--- src/rtl/ref_row_feeder_pkg.sv ---
// Shared types and sizing helpers for the reference-row feeder.
package ref_row_feeder_pkg;

  typedef enum logic [1:0] {
    ST_IDLE  = 2'd0,
    ST_FILL  = 2'd1,
    ST_DRAIN = 2'd2
  } feeder_state_e;

  localparam int PIX_W_DEF = 8;
  localparam int LANES     = 8;

  function automatic int calc_beats(input int row_pix);
    return (row_pix + LANES - 1) / LANES;
  endfunction

endpackage

--- src/rtl/ref_row_feeder_row_fifo2.sv ---
// Two-entry row FIFO with valid/ready on both sides; no same-cycle bypass.
module row_fifo2 #(
  parameter int W = 120
) (
  input  logic         clk_i,
  input  logic         rst_ni,
  input  logic [W-1:0] in_data_i,
  input  logic         in_valid_i,
  output logic         in_ready_o,
  output logic [W-1:0] out_data_o,
  output logic         out_valid_o,
  input  logic         out_ready_i
);

  logic [W-1:0] mem0_q, mem1_q;
  logic         wr_ptr_q, rd_ptr_q;
  logic [1:0]   cnt_q;
  logic         push, pop;

  assign in_ready_o  = (cnt_q != 2'd2);
  assign out_valid_o = (cnt_q != 2'd0);
  assign out_data_o  = rd_ptr_q ? mem1_q : mem0_q;
  assign push        = in_valid_i && in_ready_o;
  assign pop         = out_valid_o && out_ready_i;

  always_ff @(posedge clk_i or negedge rst_ni) begin
    if (!rst_ni) begin
      mem0_q   <= '0;
      mem1_q   <= '0;
      wr_ptr_q <= 1'b0;
      rd_ptr_q <= 1'b0;
      cnt_q    <= 2'd0;
    end else begin
      if (push) begin
        if (wr_ptr_q) mem1_q <= in_data_i;
        else          mem0_q <= in_data_i;
        wr_ptr_q <= ~wr_ptr_q;
      end
      if (pop) rd_ptr_q <= ~rd_ptr_q;
      cnt_q <= cnt_q + 2'(push) - 2'(pop);
    end
  end

endmodule

--- src/rtl/ref_row_feeder.sv ---
// Assembles 8-sample input beats into reference rows and streams them out.
// Optional FEEDER_PROTO_CHECK_EN adds a sticky protocol error output err.
module ref_row_feeder
  import ref_row_feeder_pkg::*;
#(
  parameter int PIX_W    = PIX_W_DEF,
  parameter int ROW_PIX  = 15,
  parameter int NUM_ROWS = 15
) (
  input  logic                     clk,
  input  logic                     rst,
  input  logic                     start,
  input  logic [LANES*PIX_W-1:0]   in_data,
  input  logic                     in_valid,
  output logic                     in_ready,
  output logic [ROW_PIX*PIX_W-1:0] row_data,
  output logic                     row_valid,
  input  logic                     row_ready,
  output logic [3:0]               row_idx,
  output logic                     busy,
  output logic                     done
`ifdef FEEDER_PROTO_CHECK_EN
  ,
  output logic                     err
`endif
);

  localparam int BEATS = calc_beats(ROW_PIX);
  localparam int BW    = (BEATS > 1) ? $clog2(BEATS) : 1;
  localparam int ROW_W = ROW_PIX * PIX_W;
  localparam logic [BW-1:0] BEAT_LAST = BW'(BEATS - 1);
  localparam logic [3:0]    ROW_LAST  = 4'(NUM_ROWS - 1);

  feeder_state_e state_q, state_d;
  logic [BW-1:0] beat_q, beat_d;
  logic [3:0]    in_row_q, in_row_d;
  logic [3:0]    out_row_q, out_row_d;
  logic [ROW_W-1:0] asm_q, asm_d;
  logic          done_q, done_d;
  logic          fifo_ready, beat_fire, beat_last, push, row_fire;

  assign beat_last = (beat_q == BEAT_LAST);
  // The final beat needs a free FIFO slot; earlier beats only touch the assembly register.
  assign in_ready  = (state_q == ST_FILL) && !(beat_last && !fifo_ready);
  assign beat_fire = in_valid && in_ready;
  assign push      = beat_fire && beat_last;
  assign row_fire  = row_valid && row_ready;

  always_comb begin
    asm_d = asm_q;
    if (beat_fire) begin
      for (int k = 0; k < LANES; k++) begin
        if (int'(beat_q) * LANES + k < ROW_PIX)
          asm_d[(int'(beat_q) * LANES + k) * PIX_W +: PIX_W] = in_data[k*PIX_W +: PIX_W];
      end
    end
  end

  always_comb begin
    state_d   = state_q;
    beat_d    = beat_q;
    in_row_d  = in_row_q;
    out_row_d = out_row_q;
    done_d    = 1'b0;
    case (state_q)
      ST_IDLE: begin
        if (start) begin
          state_d   = ST_FILL;
          beat_d    = '0;
          in_row_d  = '0;
          out_row_d = '0;
        end
      end
      ST_FILL:  if (push && in_row_q == ROW_LAST) state_d = ST_DRAIN;
      ST_DRAIN: begin
        if (row_fire && out_row_q == ROW_LAST) begin
          state_d = ST_IDLE;
          done_d  = 1'b1;
        end
      end
      default: state_d = ST_IDLE;
    endcase
    if (beat_fire) beat_d   = beat_last ? '0 : beat_q + 1'b1;
    if (push)      in_row_d = (in_row_q == ROW_LAST) ? 4'd0 : in_row_q + 4'd1;
    if (row_fire)  out_row_d = (out_row_q == ROW_LAST) ? 4'd0 : out_row_q + 4'd1;
  end

  always_ff @(posedge clk or negedge rst) begin
    if (!rst) begin
      state_q   <= ST_IDLE;
      beat_q    <= '0;
      in_row_q  <= '0;
      out_row_q <= '0;
      asm_q     <= '0;
      done_q    <= 1'b0;
    end else begin
      state_q   <= state_d;
      beat_q    <= beat_d;
      in_row_q  <= in_row_d;
      out_row_q <= out_row_d;
      asm_q     <= asm_d;
      done_q    <= done_d;
    end
  end

  row_fifo2 #(.W(ROW_W)) u_fifo (
    .clk_i       (clk),
    .rst_ni      (rst),
    .in_data_i   (asm_d),
    .in_valid_i  (push),
    .in_ready_o  (fifo_ready),
    .out_data_o  (row_data),
    .out_valid_o (row_valid),
    .out_ready_i (row_ready)
  );

  assign row_idx = out_row_q;
  assign done    = done_q;
  // A restart in the done cycle keeps busy asserted across the block boundary.
  assign busy    = (state_q != ST_IDLE) || (done_q && start);

`ifdef FEEDER_PROTO_CHECK_EN
  logic err_q, err_d;

  always_comb begin
    err_d = err_q;
    if (start && state_q == ST_IDLE) err_d = 1'b0;
    if ((in_valid && state_q == ST_IDLE) || (start && state_q != ST_IDLE)) err_d = 1'b1;
  end

  always_ff @(posedge clk or negedge rst) begin
    if (!rst) err_q <= 1'b0;
    else      err_q <= err_d;
  end

  assign err = err_q;
`endif

endmodule

--- config.mk ---
export PLATFORM = sky130hd
export DESIGN_NAME = ref_row_feeder
export DESIGN_NICKNAME = d
export VERILOG_FILES = /design/src/rtl/ref_row_feeder_pkg.sv /design/src/rtl/ref_row_feeder_row_fifo2.sv /design/src/rtl/ref_row_feeder.sv
export SDC_FILE = /design/constraint.sdc
export NUM_CORES = 1
export LEC_CHECK = 0
export ABC_AREA = 1
export CORE_ASPECT_RATIO = 1.75
export CORE_MARGIN = 8
export CORE_UTILIZATION = 49
export CTS_CLUSTER_DIAMETER = 150
export DETAILED_ROUTE_END_ITERATION = 7
export GPL_TIMING_DRIVEN = 0
export HOLD_SLACK_MARGIN = 0.03
export PLACE_DENSITY = 0.73
export REMOVE_ABC_BUFFERS = 1
export SLEW_MARGIN = 20
export SYNTH_ARGS = -nofsm -noshare
export SYNTH_HDL_FRONTEND = slang
export SYNTH_SLANG_ARGS = --single-unit
--- constraint.sdc ---
create_clock -name clk -period 4.5 [get_ports clk]
set_clock_uncertainty 0.2 [all_clocks]
set_input_delay 0.675 -clock clk [delete_from_list [all_inputs] [get_ports clk]]
set_output_delay 0.675 -clock clk [all_outputs]
set_load 0.005 [all_outputs]
==> results of run 1 <==
==> cell usage in the layout (no fill, tap or decap) <==
cell type        instances
nor3_1                   1
clkbuf_16               37
bufinv_16                4
clkbuf_1                 7
buf_16                  18
clkinv_2                 4
inv_6                    1
nand3_4                  2
inv_2                    1
o21ai_1                 45
clkinv_4                 1
diode_2                  3
dfrtp_4                  3
buf_4                    1
dfrtp_1                373
nand3_1                 12
clkinvlp_4               1
nand4_1                 57
nand4_4                  1
clkbuf_8                 9
nor2_4                   3
inv_1                   75
nand2_1               1205
o21ai_0                265
buf_6                    7
inv_8                    1
clkdlybuf4s50_1        194
ha_1                     6
buf_8                    3
nor2_1                   2
or2_2                    1
xnor2_1                  4
o21a_1                   1
buf_12                  11
xor2_1                   4
dlygate4sd3_1            1
==> area by class of cell <==
type	count	area (sq um)
fill	3064	13370
multi-input combinational	1609	6753
clock buffer	53	1076
clock inverter	9	147.6
sequential	376	9420
inverter	79	314.1
antenna	3	7.507
tap	460	575.6
timing repair buffer	235	2799
==> registers in the layout, indices dropped and copies added, names as in the netlist, 2 cells and up <==
signal / flops
row_idx: 4
u_fifo.cnt_q: 2
state_q: 2
in_row_q: 4
u_fifo.mem1_q: 120
asm_q: 120
u_fifo.mem0_q: 120
==> worst reg2reg max path: stages (launching register included) <==
cell     delay, ns
dfrtp_1       0.44
nor2_4        0.54
nand4_4       0.66
buf_12        0.42
buf_12        0.20
buf_12        0.21
nor2_4        0.54
buf_16        0.25
buf_12        0.20
nand2_1       0.10
nand2_1       0.07
==> logic make-up (layout without fill, tap and decap cells) <==
family          after synthesis  after routing  synth area share, %
simple gates               1284           1284                29.28
flops                       376            376                55.11
compound gates              311            311                9.131
buf+inv                     236            376                5.628
xor+xnor                      8              8               0.4103
fa+ha+maj                     6              6               0.4397
other cells                   0              3                    0
==> metrics by stage <==
step	cell area, sq um	hold slack, ns
2_1_floorplan	16410	0.1794
3_3_place_gp	18950	0.2876
3_5_place_dp	19850	0.2940
4_1_cts	21090	0.3102
5_1_grt	21090	0.3293
6_report	21090	0.3068
==> power by group <==
part | total, mW | switching, mW | internal [mW]
registers | 5.60 | 0.781 | 4.82
logic | 6.35 | 3.76 | 2.60
clock network | 3.17 | 1.28 | 1.88
total | 15.1 | 5.82 | 9.30
==> timing repair <==
item,in CTS,in global routing
endpoints found under the setup margin,0,0
hold buffers,1,0
hold endpoints to repair,93,0
==> routing by layer <==
| metal | track usage (%) | vias up |
|---|---|---|
| met5 | 0 | - |
| met4 | 10.16 | 0 |
| met3 | 2.947 | 88 |
| met2 | 41.76 | 507 |
| met1 | 30.32 | 7422 |
| li1 | - | 7173 |
==> worst min-delay path by stage <==
stage,endpoint,startpoint
3_5_place_dp,u_fifo.mem1_q[79]$_DFFE_PN0P_,u_fifo.mem1_q[79]$_DFFE_PN0P_
6_report,u_fifo.mem0_q[51]$_DFFE_PN0P_,u_fifo.mem0_q[51]$_DFFE_PN0P_
5_1_grt,u_fifo.mem1_q[55]$_DFFE_PN0P_,u_fifo.mem1_q[55]$_DFFE_PN0P_
2_1_floorplan,asm_q[0]$_DFF_PN0_,rst
4_1_cts,u_fifo.mem1_q[79]$_DFFE_PN0P_,u_fifo.mem1_q[79]$_DFFE_PN0P_
3_3_place_gp,u_fifo.mem1_q[94]$_DFFE_PN0P_,u_fifo.mem1_q[94]$_DFFE_PN0P_
==> results.yml, run 1 <==
logic_synthesis:
  yosysWarnings: 0
  async_flop_share_pct: 100.0
  avgSynthCellArea_sq_um: 7.687
  synth_edf_count: 0
  synth_seq_area_share_pct: 55.11
  synth.most_common_cell: "nand2_1"
  netlist_area_sq_um: 17070
  netlist.area_leader.share_pct: 55.11
  yosys-top-cells-area: "dfrtp_1 55%, nand2_1 26%, o21ai_0 7.8%"
  synth_cell_types: 22
  synthFlopType: "dfrtp_1"
  syn_inst: 2221
  yosys.area.top_type: "dfrtp_1"
  synth_seq_cells: 376
  ys_top_cells_by_count: "1,205 x nand2_1, 376 x dfrtp_1, 265 x o21ai_0, 85 x clkbuf_1, 76 x inv_1"
grt:
  grtUsageTotal_pct: 24.33
  grt_pass1_wl_mm: 80.95
  grt_pass1_vias: 15269
  grt_max_degree: 99
  overflow: 0
  antenna_found_initial: 3
critical_path:
  end_kind: "flip-flop"
  cp_top_family: "simple AND/OR/NAND/NOR gates"
  crit_path_top_delay_cell: "nand4_4"
  critical-path-max-stage-delay_ns: 0.66
  worstPathRequired_ns: 4.76
  setup.worst_path.end: "u_fifo.mem1_q[31]$_DFFE_PN0P_"
  startpoint_type: "flip-flop"
  path_cells: "nor2_4 > nand4_4 > buf_12 > buf_12 > buf_12 > nor2_4 > buf_16 > buf_12 > nand2_1 > nand2_1"
  crit_type: "reg -> reg"
  path_common_cell: "buf_12"
  cp_max_fo: 55
  arrival_ns: 4.17
  path_depth: 10
  r2r_slack_ns: 0.59
  cp-startpoint: "state_q[1]$_DFFE_PN0P_"
  worst-path-buf-inv: 5
  rr_startpoint: "state_q[1]$_DFFE_PN0P_"
  r2r_end: "u_fifo.mem1_q[31]$_DFFE_PN0P_"
  worstRegToRegCells: 10
route:
  drtAntennaViolNets: 0
  drc: 0
  top_layer: "met4"
  wl_met2_mm: 25.24
  drt_iter0_drc: 1056
  vias: 15190
  dr.pass1.iters: 5
  dr_wl_met3_mm: 2.842
  viasPerCell: 5.379
  met1_length_mm: 20.10
  drt_wl_total_mm: 49.80
  wire_per_inst_microns: 17.63
sta:
  setup_viol: 0
  fin_setup_tns_ns: 0
  fin_ws_ns: 0.5939
  worst_pin_slew_ns: 0.7379
  slew_violations: 0
  fmax_ghz: 0.2560
  fin_crit_ns: 3.906
  finalCritPeriodShare_pct: 86.80
  rsz0062_at_grt: "no"
  hold_viol: 0
  timing.slew.headroom_pct: 50.81
floorplan:
  die_height_microns: 262.9
  initial_core_util_pct: 49.55
  die_w_microns: 157.1
  num_io_pins: 197
  core_area_sq_um: 34460
  die-area_sq_um: 41310
  fp-row-count: 90
power:
  irDropWorstVdd_mv: 0.3504
  power.leakage_nw: 11.02
  p_total_mw: 15.12
  p_per_area_nw_per_um2: 716.8
finish:
  final_util_pct: 61.21
  fin_cells: 2824
  area_delta_synth_final_pct: 23.54
  layout.nets: 2411
  drive_gt1_share_pct: 4.617
clock_network:
  cts.reportedPaths.clkPinSlew_ns: 0.06
  cts_tree: "yes"
  clockRootBuffer: "clkbuf_16"
  h-tree-depth: 2
  clock_path_buffers: 3
  cts_setup_buffers: 0
  cts_sinks: 376
  cts_buffers: 35
  clock_latency_ns: 0.52
  cts_resized: 0
place:
  post-place-cells: 2758
  port_buffers: 196
  gp_congestion: 0.7412
  pre_cts_slack_ns: 0.3412
  dp.final_hpwl_mm: 29.63
run_status:
  status: "finished, final reports clean"
worst_hold_path:
  hold_depth: 2
  hp-class: "reg -> reg"
run:
  cap_viol_max_count: 0
Power figures use the tool's default switching activity.
==> run 2: changes to the inputs <==
--- a/config.mk
+++ b/config.mk
@@ -15,7 +15,9 @@
 export HOLD_SLACK_MARGIN = 0.03
 export PLACE_DENSITY = 0.73
 export REMOVE_ABC_BUFFERS = 1
+export SETUP_SLACK_MARGIN = 0.05
 export SLEW_MARGIN = 20
 export SYNTH_ARGS = -nofsm -noshare
 export SYNTH_HDL_FRONTEND = slang
+export SYNTH_HIERARCHICAL = 1
 export SYNTH_SLANG_ARGS = --single-unit
==> run 2 against run 1 <==
  * Non-clock buffer count fell by 10
  * Sequential share of layout area rose by 0.21 points
  * Power rose by 2.8%
  * Global-route usage fell by 1.4 points
  * Critical path depth fell by 1
  * Design area fell by 0.47%
  * Combinational power rose by 4.7%
  * Area after synthesis rose by 2.7%
  * Die area rose by 2.5%
  * Synthesized cell count fell by 0.41%
==> results.yml, run 2 <==
run_status:
  status: "finished, final reports clean"
critical_path:
  crit_type: "reg -> reg"
  startpoint_type: "flip-flop"
  worstRegToRegCells: 9
  cp_max_fo: 76
  worstPathRequired_ns: 4.71
  end_kind: "flip-flop"
  rr_startpoint: "beat_last$_DFFE_PN0P_"
  r2r_slack_ns: 0.32
  cp-startpoint: "beat_last$_DFFE_PN0P_"
  r2r_end: "u_fifo/mem0_q[97]$_DFFE_PN0P_"
  arrival_ns: 4.39
logic_synthesis:
  ys_top_cells_by_count: "1,166 x nand2_1, 376 x dfrtp_1, 243 x nand4_1, 109 x buf_2, 83 x o21ai_0"
  synth.most_common_cell: "nand2_1"
  synth_seq_cells: 376
  synth_seq_area_share_pct: 53.66
  async_flop_share_pct: 100.0
  yosys-top-cells-area: "dfrtp_1 54%, nand2_1 25%, nand4_1 8.7%"
  synth_edf_count: 0
  syn_inst: 2212
  yosys.area.top_type: "dfrtp_1"
  netlist_area_sq_um: 17530
  synthFlopType: "dfrtp_1"
  synth_cell_types: 25
  yosysWarnings: 6
  netlist.area_leader.share_pct: 53.66
  avgSynthCellArea_sq_um: 7.926
route:
  drc: 0
  wire_per_inst_microns: 17.61
  dr.pass1.iters: 5
  vias: 15447
  drt_iter0_drc: 1190
  viasPerCell: 5.533
  drt_wl_total_mm: 49.18
  drtAntennaViolNets: 0
power:
  power_frac_comb_pct: 42.8
  net-switching-power_mw: 6.228
  power_switching_share_pct: 40.05
  p_int_mw: 9.322
  power.leakage_nw: 10.95
  irDropWorstVdd_mv: 0.4951
  p_per_area_nw_per_um2: 740.7
  power_frac_seq_pct: 37.1
  clkPwrFrac_pct: 20.1
run:
  cap_viol_max_count: 0
floorplan:
  fp-row-count: 91
  die_height_microns: 266.2
  die-area_sq_um: 42330
  num_io_pins: 197
  die_w_microns: 159.0
  initial_core_util_pct: 49.67
  core_area_sq_um: 35300
sta:
  fin_crit_ns: 4.182
  slew_violations: 0
  finalCritPeriodShare_pct: 92.93
  setup_viol: 0
  worst_pin_slew_ns: 0.9447
  rsz0062_at_grt: "no"
  fmax_ghz: 0.2391
  timing.slew.headroom_pct: 37.02
  hold_viol: 0
  fin_setup_tns_ns: 0
clock_network:
  cts.reportedPaths.clkPinSlew_ns: 0.07
  clockRootBuffer: "clkbuf_16"
  cts_tree: "yes"
  h-tree-depth: 2
  cts_buffers: 35
  cts_sinks: 376
  clock_latency_ns: 0.52
  cts_resized: 0
  clock_path_buffers: 3
worst_hold_path:
  hp-start: "u_fifo/mem1_q[36]$_DFFE_PN0P_"
  hold_depth: 2
  hp-class: "reg -> reg"
  min_to: "u_fifo/mem1_q[36]$_DFFE_PN0P_"
finish:
  final_util_pct: 59.48
  nFillCells: 3114
  reg.largest.list: "asm_q: 120 flops, u_fifo/mem0_q: 120 flops, u_fifo/mem1_q: 120 flops"
  drive_gt1_share_pct: 4.426
  layout.nets: 2376
  final_cell_mix: "1,166 x nand2_1, 373 x dfrtp_1, 243 x nand4_1"
  antenna_cells: 0
  area_delta_synth_final_pct: 19.74
  mostFrequentLayoutCell: "nand2_1"
place:
  gp_congestion: 0.7399
  port_buffers: 196
  dp.final_hpwl_mm: 28.55
grt:
  grtUsageTotal_pct: 22.94
  grt_pass1_vias: 15270
  grt_max_degree: 109
  antenna_found_initial: 0
  overflow: 0
  grt_pass1_wl_mm: 80.59
run 2: repair_timing:
action | in CTS | in global routing
setup buffers | 0 | 0
hold buffers | 1 | 0
endpoints found under the hold margin | 16 | 0
run 2: cells by family after synthesis:
kind of cell	Yosys count	share of synthesized area (%)
and+or+nand+nor	1436	34.58
xor gates and xnor gates	3	0.1499
AOI/OAI and AO/OA	135	3.868
buffers and inverters	256	7.315
adders and majority gates	6	0.4282
DFF	376	53.66
run 2: power groups by stage:
stage	sequential [mW]	combinational [mW]	clock, mW
6_report	5.78	6.65	3.12
5_1_grt	5.95	7.39	3.30
3_5_place_dp	5.82	6.66	0
4_1_cts	5.77	6.71	3.18
3_3_place_gp	6.14	5.88	0
2_1_floorplan	5.73	3.31	0
run 2: per-layer routing:
layer	up-vias	part of all wire (%)	GRT usage, %
met4	0	3.4	9.905
met1	7496	40	28.66
met2	578	50	39.49
met5	-	0	0
met3	80	6.1	2.923
li1	7293	-	-
run 2: area by class of cell:
type	count	area (sq um)	share of cell area, %
sequential	376	9420	44.87
inverter	83	336.6	1.603
clock inverter	8	120.1	0.5721
clock buffer	55	1094	5.209
timing repair buffer	225	2576	12.27
multi-input combinational	1580	6865	32.70
tap	465	581.8	2.771
run 2: metrics by stage:
stage	setup slack [ns]	area (sq um)	hold WS, ns	total power [mW]	std cells
finish	0.3183	20990	0.2700	15.55	2792
CTS	0.3009	20990	0.2736	15.66	2792
global placement	-16.85	19110	0.2532	12.02	2700
floorplan	-8.189	16570	0.1794	9.043	2039
global route	0.1216	20990	0.2881	16.64	2792
detailed placement	0.1948	19770	0.2583	12.48	2728
run 2: how the worst max path moves through the flow:
| stage | end | slack (ns) | depth (start not counted) |
|---|---|---|---|
| after floorplan | u_fifo/mem0_q[0]$_DFFE_PN0P_ | -8.19 | 5 |
| after global placement | u_fifo/mem1_q[83]$_DFFE_PN0P_ | -16.85 | 5 |
| after detailed placement | u_fifo/mem0_q[110]$_DFFE_PN0P_ | 0.19 | 9 |
| after CTS | u_fifo/mem0_q[97]$_DFFE_PN0P_ | 0.30 | 9 |
| after global routing | u_fifo/mem0_q[35]$_DFFE_PN0P_ | 0.12 | 9 |
| final | u_fifo/mem0_q[97]$_DFFE_PN0P_ | 0.32 | 9 |
run 2: critical path, stage by stage (launching register included):
cell	delay, ns
dfrtp_4	0.76
buf_16	0.34
nand4_1	0.68
buf_8	0.41
buf_6	0.16
inv_8	0.28
nand3_4	0.58
buf_12	0.43
nand2_1	0.11
nand2_1	0.06
